File: src/rtl/sincos_arbiter.sv
// sincos_arbiter
//   Shares one sine_cosine_top core among NREQ angle requesters. Requests are
//   granted round-robin, the granted angle is held on the core with enable
//   high until the core reports valid (or a timeout expires), and the result
//   is returned on a single response channel tagged with the requester index.
//
// Ports
//   clk, srstn              clock (rising edge), async active-low reset
//   req_valid/req_ready     per-requester handshake (ready is one-hot or zero)
//   req_angle               requester i's IEEE-754 angle at [64i+63:64i]
//   core_angle/core_enable  drive the shared core's angle_64 / enable
//   core_sin/core_cos/core_valid  core results
//   rsp_valid/rsp_ready     response handshake
//   rsp_id/rsp_sin/rsp_cos/rsp_err  response payload (err = timed out)
//   busy                    FSM is not IDLE
//
// state | meaning
// ------+--------------------------------------------------------------
// IDLE  | no operation; grant the next pending requester (round robin)
// RUN   | core enabled with the latched angle, waiting for core_valid
// RESP  | result (or timeout error) presented until rsp_ready

module sincos_arbiter #(
    parameter int NREQ    = 4,
    parameter int ID_W    = 2,
    parameter int TIMEOUT = 32
) (
    input  logic                 clk,
    input  logic                 srstn,
    input  logic [NREQ-1:0]      req_valid,
    output logic [NREQ-1:0]      req_ready,
    input  logic [64*NREQ-1:0]   req_angle,
    output logic [63:0]          core_angle,
    output logic                 core_enable,
    input  logic [63:0]          core_sin,
    input  logic [63:0]          core_cos,
    input  logic                 core_valid,
    output logic                 rsp_valid,
    input  logic                 rsp_ready,
    output logic [ID_W-1:0]      rsp_id,
    output logic [63:0]          rsp_sin,
    output logic [63:0]          rsp_cos,
    output logic                 rsp_err,
    output logic                 busy
);

    localparam int               CNT_W   = $clog2(TIMEOUT + 1);
    localparam logic [CNT_W-1:0] CNT_MAX = CNT_W'(TIMEOUT);

    typedef enum logic [1:0] {
        S_IDLE = 2'd0,
        S_RUN  = 2'd1,
        S_RESP = 2'd2
    } state_t;

    state_t            state_q, state_d;
    logic [ID_W-1:0]   last_q, last_d;
    logic [ID_W-1:0]   id_q, id_d;
    logic [63:0]       angle_q, angle_d;
    logic [63:0]       sin_q, sin_d;
    logic [63:0]       cos_q, cos_d;
    logic              err_q, err_d;
    logic [CNT_W-1:0]  cnt_q, cnt_d;
    logic              enable_q, enable_d;
    logic              rsp_valid_q, rsp_valid_d;
    logic              busy_q, busy_d;

    logic              grant_found;
    logic [ID_W-1:0]   grant_idx;
    logic              timeout_hit;

    // First set bit searching upward from last+1 with wrap-around.
    function automatic logic [ID_W:0] rr_pick(input logic [NREQ-1:0] vld,
                                              input logic [ID_W-1:0] last);
        logic [ID_W:0] res;
        int            idx;
        res = '0;
        for (int k = NREQ; k >= 1; k--) begin
            idx = (int'(last) + k) % NREQ;
            if (vld[idx]) begin
                res = {1'b1, ID_W'(idx)};
            end
        end
        return res;
    endfunction

    always_comb begin
        {grant_found, grant_idx} = rr_pick(req_valid, last_q);
    end

    always_comb begin
        state_d     = state_q;
        last_d      = last_q;
        id_d        = id_q;
        angle_d     = angle_q;
        sin_d       = sin_q;
        cos_d       = cos_q;
        err_d       = err_q;
        cnt_d       = cnt_q;
        req_ready   = '0;
        timeout_hit = 1'b0;

        unique case (state_q)
            S_IDLE: begin
                if (grant_found) begin
                    // Gated by srstn so ready reads zero while reset is held.
                    req_ready = srstn ? (NREQ'(1) << grant_idx) : '0;
                    angle_d   = req_angle[64*int'(grant_idx) +: 64];
                    id_d      = grant_idx;
                    last_d    = grant_idx;
                    cnt_d     = '0;
                    state_d   = S_RUN;
                end
            end
            S_RUN: begin
                cnt_d       = (cnt_q == CNT_MAX) ? cnt_q : cnt_q + CNT_W'(1);
                timeout_hit = (cnt_d == CNT_MAX);
                // A valid result takes priority over a coincident timeout.
                if (core_valid) begin
                    sin_d   = core_sin;
                    cos_d   = core_cos;
                    err_d   = 1'b0;
                    state_d = S_RESP;
                end else if (timeout_hit) begin
                    sin_d   = '0;
                    cos_d   = '0;
                    err_d   = 1'b1;
                    state_d = S_RESP;
                end
            end
            S_RESP: begin
                if (rsp_ready) begin
                    state_d = S_IDLE;
                end
            end
            default: begin
                state_d = S_IDLE;
            end
        endcase

        enable_d    = (state_d == S_RUN);
        rsp_valid_d = (state_d == S_RESP);
        busy_d      = (state_d != S_IDLE);
    end

    always_ff @(posedge clk or negedge srstn) begin
        if (!srstn) begin
            state_q     <= S_IDLE;
            last_q      <= ID_W'(NREQ - 1);
            id_q        <= '0;
            angle_q     <= '0;
            sin_q       <= '0;
            cos_q       <= '0;
            err_q       <= 1'b0;
            cnt_q       <= '0;
            enable_q    <= 1'b0;
            rsp_valid_q <= 1'b0;
            busy_q      <= 1'b0;
        end else begin
            state_q     <= state_d;
            last_q      <= last_d;
            id_q        <= id_d;
            angle_q     <= angle_d;
            sin_q       <= sin_d;
            cos_q       <= cos_d;
            err_q       <= err_d;
            cnt_q       <= cnt_d;
            enable_q    <= enable_d;
            rsp_valid_q <= rsp_valid_d;
            busy_q      <= busy_d;
        end
    end

    assign core_angle  = angle_q;
    assign core_enable = enable_q;
    assign rsp_valid   = rsp_valid_q;
    assign rsp_id      = id_q;
    assign rsp_sin     = sin_q;
    assign rsp_cos     = cos_q;
    assign rsp_err     = err_q;
    assign busy        = busy_q;

endmodule

File: config.mk
export PLATFORM = sky130hd
export DESIGN_NAME = sincos_arbiter
export DESIGN_NICKNAME = d
export VERILOG_FILES = /design/src/rtl/sincos_arbiter.sv
export SDC_FILE = /design/constraint.sdc
export NUM_CORES = 1
export LEC_CHECK = 0
export ABC_AREA = 1
export CAP_MARGIN = 20
export CORE_AREA = 2 2 230 232
export CTS_CLUSTER_SIZE = 14
export DETAILED_ROUTE_END_ITERATION = 8
export DIE_AREA = 0 0 232 234
export DONT_BUFFER_PORTS = 1
export GPL_ROUTABILITY_DRIVEN = 0
export PLACE_DENSITY = 0.45
export SLEW_MARGIN = 20
export SYNTH_ARGS = -nofsm -noshare
export SYNTH_HDL_FRONTEND = slang
export SYNTH_SLANG_ARGS = --single-unit
File: constraint.sdc
create_clock -name clk -period 5.6 [get_ports clk]
set_input_delay 0.84 -clock clk [delete_from_list [all_inputs] [get_ports clk]]
set_output_delay 0.84 -clock clk [all_outputs]
set_load 0.01 [all_outputs]
==> flow_summary.ini, run 1 <==
[floorplanning]
die_height_microns = 234
die_w_microns = 232
start_util_pct = 20.8
pin_count = 594
num_rows = 84
core_area_sq_um = 52000
dieArea_sq_um = 54300

[synthesis]
synth_compound_area_share_pct = 0.555
synth_warnings = 0
synth_area_sq_um = 10800
yosys.area_share.adder_pct = 0.231
netlist_instances = 1579
synth_top_family_by_area = simple AND/OR/NAND/NOR gates
yosysTopAreaCellShare_pct = 47.7
ys_ff_latch = 208
synthTopCellsByArea = dfrtp_1 (48%), nand2_1 (37%), nand3_1 (6.2%)
synth-xor-area-share_pct = 0.405
syn_nets = 1973
synth-simple-area-share_pct = 44.8
ys_seq_area_share_pct = 48.2
muxShareOfSynthArea_pct = 0
yosysUniqueCellTypes = 24
avgSynthCellArea_sq_um = 6.85
synth_top_cell_by_area = dfrtp_1

[clocking]
cts.sinks = 208
post_cts_buffers = 0
cts_tree = done
postCtsResizedCells = 0
h-tree-depth = 1
cts_max_path_buffers = 3
cts_made_buffers = 26
insertion_delay_ps = 540
cts-root-buf = clkbuf_16
clk_pin_slew_ps = 60
hold_buffers = 3

[routing]
routed_wl_microns = 43400
post-route-drc-count = 0
drt-initial-drc-count = 568
viasPerCell = 4.42
drt_first_pass_iters = 5
post_drt_wl_per_cell_microns = 19.5
vias = 9865
postRouteAntennaNets = 0

[critical_path]
path_max_fanout = 64
endpoint_kind = output port
start_kind = flop
reg2reg_slack_ps = 1960
worstPathRequired_ps = 4760
cp_slowest_stage_delay_ps = 750
worstSetupPathType = reg -> out
crit_slowest_cell = nand2_4
cpLargestDelayFamily = simple AND/OR/NAND/NOR gates
path_cells = inv_4 > nand2_1 > nand2_1 > nand2_1 > nand2_1 > nand2_2 > nand3_4 > nand2_4 > inv_2 > nor3_1
arrival_ps = 3340
cpMostUsedCell = nand2_1
crit_buf_inv = 2

[power_and_ir_drop]
p_per_area_nw_per_um2 = 802
p_total_mw = 9.78
p_leak_nw = 6.73
peakVddDrop_mv = 0.457

[placement]
hpwl_microns = 31300
portBuffers = 0

[finish]
final_common_cell = nand2_1
drive_gt1_share_pct = 4.75
fill_cells = 5787
layout_common_cells = nand2_1 (1,068), dfrtp_1 (206), nand3_1 (134), clkbuf_16 (27), inv_1 (15)
nets = 1914
syn2layout_area_growth_pct = 12.8
regArea_sq_um = 5210
multi_input_area_sq_um = 5000

[sta]
clock-skew-final_ps = 13.0
drv_slew = 0
rsz0062_at_grt = no
tightest_slew_ps = 1160
fmax_mhz = 239
relSlewSlack_pct = 22.7
setup_violations = 0
fin_crit_sh_pct = 74.6
setup-tns-final_ps = 0
hold_viol = 0
period_needed_ps = 4180

[worst_hold_path]
hp-class = in -> async

[global_route]
grt_pass1_wl_microns = 60500
grt_max_degree = 161
grt_pass1_vias = 9392
overflow = 0
antenna_found_initial = 9
grt_usage_pct = 14.9

[run_status]
status = finished, final reports clean

[job]
drv_cap = 0
## where the power goes
| group | leakage, nW | internal, mW | switching (mW) | total (mW) |
|---|---|---|---|---|
| sequential | 2.59 | 2.24 | 1.00 | 3.25 |
| clock | 0.430 | 1.08 | 0.672 | 1.75 |
| combinational | 3.71 | 1.37 | 3.41 | 4.78 |
## state kept, by name, summed over array words and instances (netlist names)
signal,cells
busy,1
cnt_q,6
core_angle,64
core_enable,1
last_q,2
rsp_cos,64
rsp_err,1
rsp_id,2
rsp_sin,64
rsp_valid,1
state_q,2
## per-stage QoR
step / worst slack (ps) / instance area (sq um) / hold slack, ps / util [%] / std cells
6_report: 1420 / 12200 / 130 / 23.4 / 2230
5_1_grt: 1170 / 12200 / 92.8 / 23.4 / 2229
4_1_cts: 1390 / 12200 / 102 / 23.4 / 2225
3_5_place_dp: 1780 / 11200 / 529 / 21.6 / 2177
3_3_place_gp: 1830 / 11200 / 527 / 21.6 / 2177
2_1_floorplan: 2730 / 10800 / 494 / - / 1579
## synth_stat cells (all sizes together)
cell	number
nand2	1078
dfrtp	206
nand3	136
buf	80
inv	21
clkbuf	19
nor2	12
o21ai	10
nor3	5
xor2	5
a21oi	2
dfstp	2
ha	2
nand4	1
## routing by layer
metal  up-vias  GRT usage (%)  routed length [microns]
met5         -              0                       37
li1       4703              -                        -
met3        95           6.72                     5280
met1      4553           16.6                    16100
met2       508           24.6                    20100
met4         6           6.77                     1840
## worst paths after layout
check / from / to / depth (start not counted)
setup / recovery: last_q[0] / req_ready[1] / 10
hold / removal: srstn / rsp_cos[24] / 1
setup reg to reg: last_q[0] / core_angle[5] / 15
hold reg to reg: rsp_sin[48] / rsp_sin[48] / 2
max in group asynchronous: srstn / core_angle[51] / 1
min in group clk: core_cos[63] / rsp_cos[63] / 2
## cells by family after synthesis
kind of cell,Yosys count
and+or+nand+nor,1232
DFF,208
buffers and inverters,120
AOI/OAI and AO/OA,12
xor gates and xnor gates,5
adders and majority gates,2
## area by class of cell
cell class | instances | area share, %
Antenna cell | 5 | 0.103
Timing Repair Buffer | 12 | 1.21
Multi-Input combinational cell | 1251 | 41.0
Tap cell | 688 | 7.06
Clock buffer | 38 | 6.29
Sequential cell | 208 | 42.7
Inverter | 21 | 0.667
Clock inverter | 7 | 0.954
## worst register-to-register path, stage by stage (launching register included)
cell and delay, ps:
dfstp_2 630, inv_4 100, nand2_1 70, nand2_1 80, nand2_1 80, nand2_1 80
nand2_2 110, nand3_4 380, nand2_4 760, buf_4 710, nand2_1 140, nand2_1 140
nand2_1 70, nand2_1 110, nand2_1 50, nand2_1 80
No activity file was read; power rests on OpenSTA's default activity.
==> run 2: changes to the inputs <==
Settings changed: CORE_AREA 2 2 230 232 to 2 2 229 231, DIE_AREA 0 0 232 234 to 0 0 231 233, PLACE_DENSITY 0.45 to 0.46.
Clock period 5.6 ns to 3.7 ns, I/O delays scaled along.
==> run 2 against run 1 <==
The run now ends with hold timing left. Final cell count unchanged. Clock power up 49%. Sequential power up 51%. Largest cell class unchanged. Highest routed layer unchanged.
==> flow_summary.ini, run 2 (same netlist as run 1, synthesis figures left out) <==
[clocking]
cts.sinks = 208
cts_max_path_buffers = 3
cts_made_buffers = 25
postCtsResizedCells = 0
insertion_delay_ps = 550
cts-root-buf = clkbuf_16
cts_tree = done
clk_pin_slew_ps = 60
h-tree-depth = 1
post_cts_buffers = 0

[floorplanning]
start_util_pct = 21.2
dieArea_sq_um = 53800
die_w_microns = 231
core_area_sq_um = 51100
num_rows = 83
die_height_microns = 233
pin_count = 594

[worst_hold_path]
hp-class = in -> async

[finish]
multi_input_area_sq_um = 5000
syn2layout_area_growth_pct = 13.0
nets = 1923
fill_cells = 5720
final_common_cell = nand2_1
regArea_sq_um = 5210
layout_common_cells = nand2_1 (1,068), dfrtp_1 (206), nand3_1 (134), clkbuf_16 (25), buf_4 (18)
drive_gt1_share_pct = 5.56

[sta]
tightest_slew_ps = 785
fin_hold_ws_ps = -285
drv_slew = 0
setup_violations = 0
period_needed_ps = 3140
hold_viol = 208
setup-tns-final_ps = 0
clock-skew-final_ps = 18.2
relSlewSlack_pct = 47.7
fin_ws_ps = 560
fmax_mhz = 318
fin_crit_sh_pct = 84.9
rsz0062_at_grt = no

[power_and_ir_drop]
p_leak_nw = 6.77
peakVddDrop_mv = 0.712
p_per_area_nw_per_um2 = 1210
p_total_mw = 14.8

[placement]
dp_slack_ps = 1110
portBuffers = 0
hpwl_microns = 32000

[critical_path]
worstPathRequired_ps = 3140
arrival_ps = 2580
path_max_fanout = 36
reg2reg_depth = 15
start_kind = flop
endpoint_kind = output port
worstSetupPathType = reg -> out

[routing]
drt_first_pass_iters = 5
viasPerCell = 4.38
post-route-drc-count = 0
routed_wl_microns = 42500
postRouteAntennaNets = 0
drt-initial-drc-count = 459
vias = 9761
post_drt_wl_per_cell_microns = 19.1

[job]
drv_cap = 0

[global_route]
grt_pass1_wl_microns = 61600
overflow = 0
grt_usage_pct = 15.0
antenna_found_initial = 11
grt_max_degree = 210
grt_pass1_vias = 9749

[run_status]
status = finished, violations left
violations = hold timing
run 2: changes by cell type in the layout (fill, tap and decap cells not counted), sizes merged:
cell,before,now
diode,5,3
clkinv,3,5
clkbuf,38,33
clkinvlp,1,2
buf,12,22
inv,21,23
run 2: final timing paths:
path                             endpoint    startpoint  slack [ps]
min reg2reg                   rsp_cos[30]   rsp_cos[30]         540
min                        core_angle[46]         srstn        -280
max reg2reg                core_angle[35]     last_q[0]        1070
min in group clk              rsp_cos[23]  core_cos[23]         120
max in group asynchronous     rsp_cos[46]         srstn        3650
max                          req_ready[1]     last_q[0]         560
run 2: power breakdown:
group	internal, mW	leakage, nW	switching (mW)
logic	2.19	3.76	5.13
clock network	1.55	0.419	1.06
registers	3.39	2.59	1.52
run 2: routing by layer:
| layer | track usage, % | wire length, microns | vias up |
|---|---|---|---|
| met5 | 0 | 54 | - |
| met3 | 6.35 | 4810 | 72 |
| met2 | 25.5 | 20000 | 473 |
| li1 | - | - | 4722 |
| met1 | 17.1 | 16400 | 4486 |
| met4 | 4.82 | 1270 | 8 |
run 2: layout make-up:
cell class | count | share of cell area (%)
Sequential cell | 208 | 42.6
Tap cell | 680 | 6.96
Clock buffer | 33 | 5.78
Inverter | 21 | 0.666
Timing Repair Buffer | 22 | 1.76
Antenna cell | 3 | 0.0614
Clock inverter | 12 | 1.24
Multi-Input combinational cell | 1251 | 40.9
run 2: critical path, stage by stage, from the launching register on:
cell and delay, ps:
dfstp_2 610, inv_4 80, nand2_1 120, nand3_1 110, nand2_1 90, inv_1 50, nand2_2 80, nand3_4 100
nand2_4 360, inv_2 70, nor3_1 190, buf_4 150
run 2: stage by stage:
| step | util [%] | cell area [sq um] | hold WS, ps | std cells |
|---|---|---|---|---|
| detailed placement | 22.2 | 11400 | 266 | 2182 |
| finish | 23.9 | 12200 | -285 | 2230 |
| global placement | 22.2 | 11400 | 266 | 2182 |
| global route | 23.9 | 12200 | -318 | 2230 |
| floorplan | - | 10800 | 259 | 1579 |
| CTS | 23.9 | 12200 | -331 | 2227 |
